File: config.mk
export PLATFORM = sky130hd
export DESIGN_NAME = sample_window
export DESIGN_NICKNAME = d
export VERILOG_FILES = /design/src/rtl/fw_pkg.sv /design/src/rtl/sample_window_mem.sv /design/src/rtl/sample_window.sv
export SDC_FILE = /design/constraint.sdc
export NUM_CORES = 1
export LEC_CHECK = 0
export BUFFER_PORTS_ARGS = -buffer_cell sky130_fd_sc_hd__buf_2
export CORE_MARGIN = 4
export CORE_UTILIZATION = 52
export DETAILED_ROUTE_END_ITERATION = 16
export GPL_TIMING_DRIVEN = 0
export PLACE_DENSITY = 0.76
export SLEW_MARGIN = 25
export SYNTH_ARGS = -nofsm -noshare
export SYNTH_HDL_FRONTEND = slang
export SYNTH_SLANG_ARGS = --single-unit
File: constraint.sdc
create_clock -name clk -period 1.6 [get_ports clk]
set_input_delay 0.32 -clock clk [delete_from_list [all_inputs] [get_ports clk]]
set_output_delay 0.32 -clock clk [all_outputs]
set_load 0.05 [all_outputs]
File: src/rtl/fw_pkg.sv
// Shared definitions for the rolling-sum front end: window FSM states, default sample width
// and the offset-binary bias position used when converting signed samples.
package fw_pkg;

   typedef enum logic [1:0] {
      ST_IDLE = 2'd0,
      ST_CALC = 2'd1,
      ST_HOLD = 2'd2
   } state_t;

   localparam int DEF_BITS_PER_ELEM = 8;

   // Offset-binary bias is 2^(width - OFFSET_BIAS_SHIFT), i.e. the sample MSB.
   localparam int OFFSET_BIAS_SHIFT = 1;

endpackage

File: src/rtl/sample_window_mem.sv
// Window storage: NUM_ELEM x BITS_PER_ELEM entries, one write port, asynchronous read at the
// write pointer so the evicted value is visible before it is overwritten.
module sample_window_mem
   import fw_pkg::*;
#(
   parameter int BITS_PER_ELEM = DEF_BITS_PER_ELEM,
   parameter int NUM_ELEM      = 4,
   parameter int AW            = $clog2(NUM_ELEM)
) (
   input  logic                     clk,
   input  logic                     rst_n,
   input  logic                     clear,
   input  logic                     wr_en,
   input  logic [AW-1:0]            ptr,
   input  logic [BITS_PER_ELEM-1:0] wr_data,
   output logic [BITS_PER_ELEM-1:0] rd_data
);

   logic [BITS_PER_ELEM-1:0] mem [NUM_ELEM];

   always_ff @(posedge clk or negedge rst_n) begin
      if (!rst_n) begin
         for (int i = 0; i < NUM_ELEM; i++) mem[i] <= '0;
      end else if (clear) begin
         for (int i = 0; i < NUM_ELEM; i++) mem[i] <= '0;
      end else if (wr_en) begin
         mem[ptr] <= wr_data;
      end
   end

   assign rd_data = mem[ptr];

endmodule

File: src/rtl/sample_window.sv
// Circular sample window feeding the rolling-sum stage: newest/evicted pair plus start strobe.
// Build option SIGNED_INPUT_EN: two's-complement input converted to offset binary on entry.
module sample_window
   import fw_pkg::*;
#(
   parameter  int BITS_PER_ELEM = DEF_BITS_PER_ELEM,
   parameter  int NUM_ELEM      = 4,
   localparam int AW            = $clog2(NUM_ELEM)
) (
   input  logic                     clk,
   input  logic                     rst_n,
   input  logic [BITS_PER_ELEM-1:0] i_sample,
   input  logic                     i_valid,
   output logic                     o_ready,
   input  logic                     i_clear,
   output logic [BITS_PER_ELEM-1:0] o_new,
   output logic [BITS_PER_ELEM-1:0] o_old,
   output logic                     o_start_calc,
   output logic [AW:0]              o_fill_cnt,
   output logic                     o_primed
);

`ifdef SIGNED_INPUT_EN
   localparam logic [BITS_PER_ELEM-1:0] CONV_MASK =
      BITS_PER_ELEM'(1) << (BITS_PER_ELEM - OFFSET_BIAS_SHIFT);
`else
   localparam logic [BITS_PER_ELEM-1:0] CONV_MASK = '0;
`endif
   localparam logic [AW:0] FULL_CNT = (AW+1)'(NUM_ELEM);

   state_t                   state, state_nxt;
   logic [AW-1:0]            wr_ptr;
   logic [BITS_PER_ELEM-1:0] stored;
   logic [BITS_PER_ELEM-1:0] evicted;
   logic                     transfer;

   // Adding the bias equals flipping the MSB; the mask is zero when input is already offset binary.
   assign stored   = i_sample ^ CONV_MASK;
   assign transfer = i_valid & o_ready;

   always_ff @(posedge clk or negedge rst_n) begin
      if (!rst_n) state <= ST_IDLE;
      else        state <= state_nxt;
   end

   always_comb begin
      state_nxt    = state;
      o_ready      = 1'b0;
      o_start_calc = 1'b0;
      case (state)
         ST_IDLE: begin
            o_ready = ~i_clear;
            if (transfer) state_nxt = ST_CALC;
         end
         ST_CALC: begin
            o_start_calc = 1'b1;
            state_nxt    = ST_HOLD;
         end
         ST_HOLD: state_nxt = ST_IDLE;
         default: state_nxt = ST_IDLE;
      endcase
      if (i_clear) state_nxt = ST_IDLE;
   end

   always_ff @(posedge clk or negedge rst_n) begin
      if (!rst_n) begin
         wr_ptr     <= '0;
         o_new      <= '0;
         o_old      <= '0;
         o_fill_cnt <= '0;
      end else if (i_clear) begin
         wr_ptr     <= '0;
         o_new      <= '0;
         o_old      <= '0;
         o_fill_cnt <= '0;
      end else if (transfer) begin
         o_new  <= stored;
         o_old  <= evicted;
         wr_ptr <= wr_ptr + 1'b1;
         if (o_fill_cnt != FULL_CNT) o_fill_cnt <= o_fill_cnt + 1'b1;
      end
   end

   assign o_primed = (o_fill_cnt == FULL_CNT);

   sample_window_mem #(
      .BITS_PER_ELEM (BITS_PER_ELEM),
      .NUM_ELEM      (NUM_ELEM),
      .AW            (AW)
   ) u_mem (
      .clk     (clk),
      .rst_n   (rst_n),
      .clear   (i_clear),
      .wr_en   (transfer),
      .ptr     (wr_ptr),
      .wr_data (stored),
      .rd_data (evicted)
   );

endmodule

-- Word level (Yosys, flattened, before mapping)
Cells that the tools add are included.
- $add $sub $neg: 2
- $lt $le $gt $ge: 2
- equal/unequal tests: 4
- muxes and demuxes: 22
- bitwise logic cells: 3
- reduce and logical (&&, ||, !) cells: 5
- operators with widths (operator ; number):
    32-bit two-way mux ; 2
    8-bit two-way mux ; 7
    32-bit bitwise mux ; 1
    8-bit binary-select mux with 2-bit select ; 1
    8-bit demux with 2-bit select ; 1
    3-bit two-way mux ; 3
    2-bit two-way mux ; 4
    3-bit != test (second input constant) ; 2
    2-bit case mux with 2 select lines ; 1
    2-bit nonzero test ; 2
    3-bit by 1-bit adder with 3-bit output (second input constant) ; 1
    3-bit equality test (second input constant) ; 1
    3-bit >= comparator (second input constant) ; 1
    3-bit by 1-bit less-than comparator with 1-bit output (second input constant) ; 1
    2-bit inverter with 3-bit output ; 1
    2-bit by 1-bit adder with 2-bit output (second input constant) ; 1
    2-bit by 1-bit equality test with 1-bit output (second input constant) ; 1
    2-bit logical NOT ; 1
    1-bit two-way mux ; 2
    2-bit AND reduction ; 1
    1-bit AND ; 1
    1-bit logical AND ; 1
    1-bit inverter ; 1
- bits in registers: 55
- input port bits: 12
- output and inout bits: 22
- logic and storage cells: 47

-- Logic depth before layout (Yosys ltp)
Gate-level depths: netlist (run 1).
- depth in word-level cells: 8
- mapped depth: 7
- gate-level depth less buffers: 6

-- By module
From an unflattened synthesis (run 1), not the netlist that was laid out.
- cells, all modules: 223
- area, all modules: 2688.8 um^2
- by module, submodules not included (module ; times used ; cells an instance ; area an instance (um^2) ; seq. area each (um^2)):
    sample_window_mem ; 1 ; 125 ; 1656.6 ; 800.8
    sample_window ; 1 ; 98 ; 1032.2 ; 575.6

-- Worst setup path before layout (run 1)
OpenSTA, ideal clock, no wires.
- path type: input port to output port
- start: in i_clear
- end: out o_ready
- arrival time: 1.754 ns
- data required time: 1.280 ns
- path slack: -0.474 ns
- cell stages on the path: 3
- buffers on the path: 2
- cell sequence: clkbuf_1 > clkbuf_1 > nor3_1
- longest elaborated chain between the ends: 2
- ends and longest elaborated chain (what ; RTL line ; source):
    start: declaration ; sample_window.sv:15 ; input logic i_clear,
    1-bit inverter ; sample_window.sv:52 ; o_ready = ~i_clear;
    1-bit two-way mux ; sample_window.sv:50 ; case (state)
    end: declaration ; sample_window.sv:14 ; output logic o_ready,
No other way between the ends.

-- Final worst setup path (run 1)
- start: reg state[0]
- end: reg o_fill_cnt[2]
- longest elaborated chain between the ends: 5
- ends and longest elaborated chain (what ; RTL line ; source):
    start: declaration ; sample_window.sv:31 ; state_t state, state_nxt;
    start signal: assignment ; sample_window.sv:43 ; else state <= state_nxt;
    2-bit logical NOT ; sample_window.sv:50 ;
    1-bit two-way mux ; sample_window.sv:50 ;
    1-bit AND ; sample_window.sv:39 ; assign transfer = i_valid & o_ready;
    2-bit nonzero test (no line) ; - ;
    2-bit AND reduction (no line) ; - ;
    end signal: assignment ; sample_window.sv:80 ; if (o_fill_cnt != FULL_CNT) o_fill_cnt <= o_fill_cnt + 1'b1;
    end: declaration ; sample_window.sv:19 ; output logic [AW:0] o_fill_cnt,
No other way between the ends.
A chain may end at the register's enable or synchronous reset.

==> results.ini, run 1 <==
[cts]
tritoncts = yes
ctsRootBufferMaster = sky130_fd_sc_hd__clkbuf_8
clkSlewWorstSetupHoldPaths_ps = 100
cts.htree.levels = 2
ctsLongestPathBuffers = 2
clkSinkCount = 55
worstSkewPairLatency_ps = 320
numCtsBuffers = 5

[synth]
synth_top_area_share_pct = 51.4
synth_area_leader_cell = sky130_fd_sc_hd__dfrtp_1
seq_area_frac_synth_pct = 51.4
ys_types = 25
synth_simple_gate_area_share_pct = 24.1
syn_area_per_cell_um2 = 10.0
synth_top_family_by_area = simple AND/OR/NAND/NOR gates
synth.ff_latch_count = 55
synth-xor-area-share_pct = 0.327
yosysWarnings = 0
syn-cell-area_um2 = 2680
muxShareOfSynthArea_pct = 6.73
synth_compound_area_share_pct = 8.69
syn_inst = 267
synth_nets = 285
synthAdderAreaFrac_pct = 2.80
netlist_top_cells_area = sky130_fd_sc_hd__dfrtp_1 (51%), sky130_fd_sc_hd__mux4_2 (6.7%), sky130_fd_sc_hd__nand3_1 (6.4%), sky130_fd_sc_hd__o21ai_0 (6.4%), sky130_fd_sc_hd__nand2b_1 (5.4%)

[placed_design]
pre_cts_slack_ps = -369
globalplace.congestion = 0.854
dpl_cell_area_um2 = 2940
place_hpwl_um = 4420
io_buffer_count = 33

[global_route]
track_usage_pct = 24.1
largest_net_degree_at_the_start_of_global_routing = 56
via_count_of_the_first_global_routing_pass = 2296
initial_antenna_violation_count = 0
grt_first_pass_wirelength_um = 11500
global_route.overflow_total = 0

[timing]
min_period_ps = 1630
worst_pin_slew_ps = 710
rsz0062_at_grt = yes
timing.final.crit_share_pct = 102
pins_over_slew_limit = 0
timing.final.setup_violations = 4
skew_ps = 4.45
fmax_mhz = 614
finalHoldViolCount = 0
maxSlewHeadroom_pct = 52.7
final.setup.worst_slack_ps = -27.5

[status]
outcome = finished with violations
failing_checks = negative setup slack

[worst_setup_path]
reg2reg_to = o_fill_cnt[2]$_DFFE_PN0P_
worst_r2r_startpoint = state[0]$_DFFE_PN0P_
crit_end_element = flip-flop
startpoint_type = flip-flop
r2r_cells = 6
reg2reg_setup_slack_ps = -30
crit_type = flip-flop to flip-flop
setup.worst_path.end = o_fill_cnt[2]$_DFFE_PN0P_
data_arrival_time_of_the_critical_path_ps = 1840
critPathMaxFanout = 8
critPathRequiredTime_ps = 1820
cp-startpoint = state[0]$_DFFE_PN0P_

[cells_and_area]
layout_overhead_on_the_synthesized_area_pct = 20.4
num_antenna_cells = 0
mostFrequentLayoutCell = sky130_fd_sc_hd__dfrtp_1
nNetsFinal = 329
most-common-layout-cells = sky130_fd_sc_hd__dfrtp_1 (53), sky130_fd_sc_hd__nand2_1 (34), sky130_fd_sc_hd__nand3_1 (33), sky130_fd_sc_hd__buf_2 (30), sky130_fd_sc_hd__nand2b_1 (23)
nFillCells = 402
final_area_um2 = 3220
drive_above_1_share_pct = 29.2

[floorplanning]
dieWidth_um = 79.8
io_pins = 34
die-area_um2 = 6360
core.rowCount = 25
design.core.area_um2 = 4850
initial_core_util_pct = 55.2
die_y_um = 79.8

[pwr]
power_leakage_nw = 1.50
cellPowerDensity_nw_per_um2 = 895
vdd_ir_drop_max_uv = 449
fin_total_pwr_mw = 2.88

[routing]
vias_per_cell = 5.75
drt_pre_antenna_iters = 4
post_dr_wirelength_cell_um = 18.4
drt_iter0_markers = 199
ant_nets = 0
drc = 0
routed-via-count = 2181
routed_wirelength_um = 6960

[min_path]
min_delay_worst_type = input pin to asynchronous set/reset pin

[flow_run]
max_cap_viol_count = 0

-- worst max-delay path, cell delays in order, from the launching register on --
cell and delay [ps]:
sky130_fd_sc_hd__dfrtp_1 390, sky130_fd_sc_hd__or4b_4 550, sky130_fd_sc_hd__inv_4 80, sky130_fd_sc_hd__buf_8 130, sky130_fd_sc_hd__buf_4 130, sky130_fd_sc_hd__and4b_1 180
sky130_fd_sc_hd__nor3_1 50
-- layer usage --
layer  wire, µm  global-route usage [%]  vias to the layer above  share of wire [%]
met5          0                       0                        -                  0
met4        172                    9.63                        0                2.5
met3        569                    6.66                       18                8.2
met2       3420                    38.6                       94                 49
met1       2800                    30.9                     1070                 40
li1           -                       -                      999                  -
-- flip-flops by register name, indices dropped and copies added, names as in the netlist --
| register | cells |
|---|---|
| wr_ptr | 2 |
| u_mem.mem | 32 |
| o_old | 8 |
| o_fill_cnt | 3 |
| o_new | 8 |
| state | 2 |
-- how the worst min path moves through the flow --
| stage | to | startpoint | cells past startpoint |
|---|---|---|---|
| floorplan | o_fill_cnt[0]$_DFFE_PN0P_ | rst_n | 0 |
| detailed placement | o_old[0]$_DFFE_PN0P_ | rst_n | 1 |
| global route | o_old[6]$_DFFE_PN0P_ | rst_n | 1 |
| CTS | o_old[6]$_DFFE_PN0P_ | rst_n | 1 |
| finish | o_old[0]$_DFFE_PN0P_ | rst_n | 1 |
| global placement | o_old[5]$_DFFE_PN0P_ | o_old[5]$_DFFE_PN0P_ | 2 |
-- cell families after synthesis --
kind of cell | after synthesis
flops | 55
mux | 8
compound gates | 46
buf+inv | 31
fa+ha+maj | 6
simple gates | 120
xor+xnor | 1
-- power breakdown --
group	switching, mW	total [mW]	internal, mW
logic	0.380	0.601	0.221
clock network	0.489	0.795	0.306
registers	0.0373	1.49	1.45
-- what timing repair did --
item                                    CTS  global route
endpoints found under the setup margin   50            47
hold buffers                              0             0
buffers inserted                          5             2
gates resized for setup                  28            42
pin swaps                                 0             1
-- cells in the mapped netlist (all sizes together) --
| library cell | number |
|---|---|
| dfrtp | 55 |
| nand2 | 35 |
| nand3 | 34 |
| o21ai | 34 |
| nand2b | 23 |
| nand3b | 16 |
| buf | 12 |
| a21oi | 11 |
| clkbuf | 11 |
| inv | 8 |
| mux4 | 8 |
| ha | 6 |
| nor2b | 3 |
| and2 | 2 |
| nor2 | 2 |
| nor3 | 2 |
| and4b | 1 |
| nor3b | 1 |
| o31ai | 1 |
| or4b | 1 |
| xnor2 | 1 |
-- final cells by class --
type                    instances  area (µm²)  area share (%)
repair buffers                 40         239            7.41
well taps                      67        83.8            2.60
multi-input cells             181        1220            37.8
plain buffers                  20         179            5.55
clock inverters                 3        20.0           0.621
clock buffers                   5        68.8            2.14
inverters                       8        35.0            1.09
flip-flops and latches         55        1380            42.8
-- through the flow --
stage / instances / TNS (ps) / utilization (%) / hold slack (ps)
floorplan: 267 / 0 / - / 24.4
global placement: 367 / -10840 / 60.7 / 485
detailed placement: 367 / -12080 / 60.7 / 419
CTS: 378 / -117 / 64.8 / 70.9
global route: 379 / -1440 / 66.5 / 98.1
finish: 379 / -49.9 / 66.5 / 38.0
(Power assumes the default switching activity.)
==> inputs of run 2 (changes only) <==
- SKIP_LAST_GASP: not set -> 1
==> results.ini, run 2 (synthesized netlist as in run 1, its figures left out) <==
[min_path]
min_delay_worst_type = input pin to asynchronous set/reset pin

[routing]
drt_iter0_markers = 211  ; +6.0%
routed-via-count = 2175  ; -0.28%
vias_per_cell = 5.74  ; -0.28%
routed_wirelength_um = 6950  ; -0.20%
post_dr_wirelength_cell_um = 18.3  ; -0.20%
drc = 0  ; unchanged
drt_pre_antenna_iters = 4  ; unchanged
ant_nets = 0  ; unchanged

[cells_and_area]
nNetsFinal = 329  ; unchanged
most-common-layout-cells = sky130_fd_sc_hd__dfrtp_1 (53), sky130_fd_sc_hd__nand3_1 (34), sky130_fd_sc_hd__nand2_1 (34), sky130_fd_sc_hd__buf_2 (30), sky130_fd_sc_hd__o21ai_0 (24)
top_register = u_mem.mem
mostFrequentLayoutCell = sky130_fd_sc_hd__dfrtp_1
layout_overhead_on_the_synthesized_area_pct = 20.2
multi_input_area_um2 = 1210  ; -0.41%
drive_above_1_share_pct = 28.8  ; -0.32 points
nFillCells = 403  ; +0.25%
reg.largest.list = u_mem.mem (32), o_new (8), o_old (8)
largest_register_ff_count = 32  ; unchanged
num_antenna_cells = 0  ; unchanged
area.sequential_um2 = 1380  ; unchanged

[pwr]
fin_total_pwr_mw = 2.88  ; -0.27%
power_leakage_nw = 1.50  ; -0.19%
cellPowerDensity_nw_per_um2 = 894  ; -0.12%
vdd_ir_drop_max_uv = 451  ; +0.46%

[timing]
final.setup.worst_slack_ps = -25.4  ; +2.11 ps
rsz0062_at_grt = yes
skew_ps = 7.52  ; +3.07 ps
maxSlewHeadroom_pct = 53.4  ; +0.69 points
worst_pin_slew_ps = 700  ; -10.4 ps
timing.final.crit_share_pct = 102  ; -0.13 points
timing.final.setup_violations = 4  ; unchanged
min_period_ps = 1630  ; -2.11 ps
pins_over_slew_limit = 0  ; unchanged
fmax_mhz = 615  ; +0.13%
finalHoldViolCount = 0  ; unchanged

[floorplanning]
initial_core_util_pct = 55.2  ; unchanged
design.core.area_um2 = 4850  ; unchanged
io_pins = 34  ; unchanged
dieWidth_um = 79.8  ; unchanged
core.rowCount = 25  ; unchanged
die-area_um2 = 6360  ; unchanged
die_y_um = 79.8  ; unchanged

[worst_setup_path]
crit_end_element = flip-flop
cp-startpoint = state[0]$_DFFE_PN0P_
critical_path_buf_inv_count = 3  ; unchanged
worst_r2r_startpoint = state[0]$_DFFE_PN0P_
critPathMaxFanout = 8  ; unchanged
data_arrival_time_of_the_critical_path_ps = 1840  ; about the same
standard_cell_with_the_maximum_stage_delay_on_the_critical_path = sky130_fd_sc_hd__or4b_4
startpoint_type = flip-flop
crit_type = flip-flop to flip-flop
timing.critical_path.cells = or4b_4 -> inv_4 -> buf_8 -> buf_4 -> and4b_1 -> nor3_1
critPathRequiredTime_ps = 1820  ; about the same
largest_incremental_delay_on_the_critical_path_ps = 550  ; about the same
crit_family = simple AND/OR/NAND/NOR gates

[global_route]
global_route.overflow_total = 0  ; unchanged
largest_net_degree_at_the_start_of_global_routing = 56  ; unchanged
initial_antenna_violation_count = 0  ; unchanged
via_count_of_the_first_global_routing_pass = 2296  ; unchanged
track_usage_pct = 24.1  ; unchanged
grt_first_pass_wirelength_um = 11500  ; unchanged

[cts]
ctsRootBufferMaster = sky130_fd_sc_hd__clkbuf_8
numCtsBuffers = 5  ; unchanged
clkSlewWorstSetupHoldPaths_ps = 100  ; about the same
clkSinkCount = 55  ; unchanged
worstSkewPairLatency_ps = 320  ; about the same
hold_buffers = 0  ; unchanged
cts.htree.levels = 2  ; unchanged
ctsLongestPathBuffers = 2  ; unchanged
tritoncts = yes

[placed_design]
place_hpwl_um = 4420  ; unchanged
io_buffer_count = 33  ; unchanged
pre_cts_slack_ps = -369  ; unchanged
globalplace.congestion = 0.854  ; unchanged

[status]
failing_checks = negative setup slack
outcome = finished with violations

[flow_run]
max_cap_viol_count = 0  ; unchanged

## run 2: path summary, 6_finish.rpt
check                                             to  cells after the start  slack [ps]
hold reg to reg                 o_old[2]$_DFFE_PN0P_                      2         510
hold / removal                  o_old[0]$_DFFE_PN0P_                      1          40
min in group clk                o_new[5]$_DFFE_PN0P_                      3         260
setup / recovery           o_fill_cnt[2]$_DFFE_PN0P_                      6         -30
setup reg to reg           o_fill_cnt[2]$_DFFE_PN0P_                      6         -30
max in group asynchronous  o_fill_cnt[0]$_DFFE_PN0P_                      1        1060
## run 2: per-layer routing
metal	vias up	global-route usage, %	share of wire, %
li1	998	-	-
met1	1071	30.9	41
met2	94	38.6	49
met3	12	6.66	8.3
met4	0	9.63	1.6
met5	-	0	0
## run 2: stage by stage
step / cell area [µm²] / hold slack (ps) / utilization [%] / instances / TNS (ps)
floorplan: 2690 / 24.4 / - / 267 / 0
global placement: 2940 / 485 / 60.7 / 367 / -10840
detailed placement: 2940 / 419 / 60.7 / 367 / -12080
CTS: 3140 / 70.9 / 64.8 / 378 / -117
global route: 3220 / 98.1 / 66.4 / 379 / -1510
finish: 3220 / 37.1 / 66.4 / 379 / -48.1
## run 2: what timing repair did
item | CTS | global route
setup endpoints to repair | 50 | 47
buffers inserted | 5 | 2
pin swaps | 0 | 1
resized for setup | 28 | 35
## run 2: power breakdown
group | total (mW) | internal [mW] | switching, mW | leakage (nW)
Sequential | 1.49 | 1.45 | 0.0373 | 0.752
Clock | 0.788 | 0.306 | 0.482 | 0.0402
Combinational | 0.600 | 0.221 | 0.380 | 0.708
Total | 2.88 | 1.98 | 0.899 | 1.50
## run 2: final cells by class
type	instances	share of cell area (%)
Timing Repair Buffer	40	7.43
Clock buffer	5	2.14
Inverter	8	1.09
Buffer	20	5.56
Clock inverter	3	0.622
Sequential cell	55	42.8
Tap cell	67	2.60
Multi-Input combinational cell	181	37.7
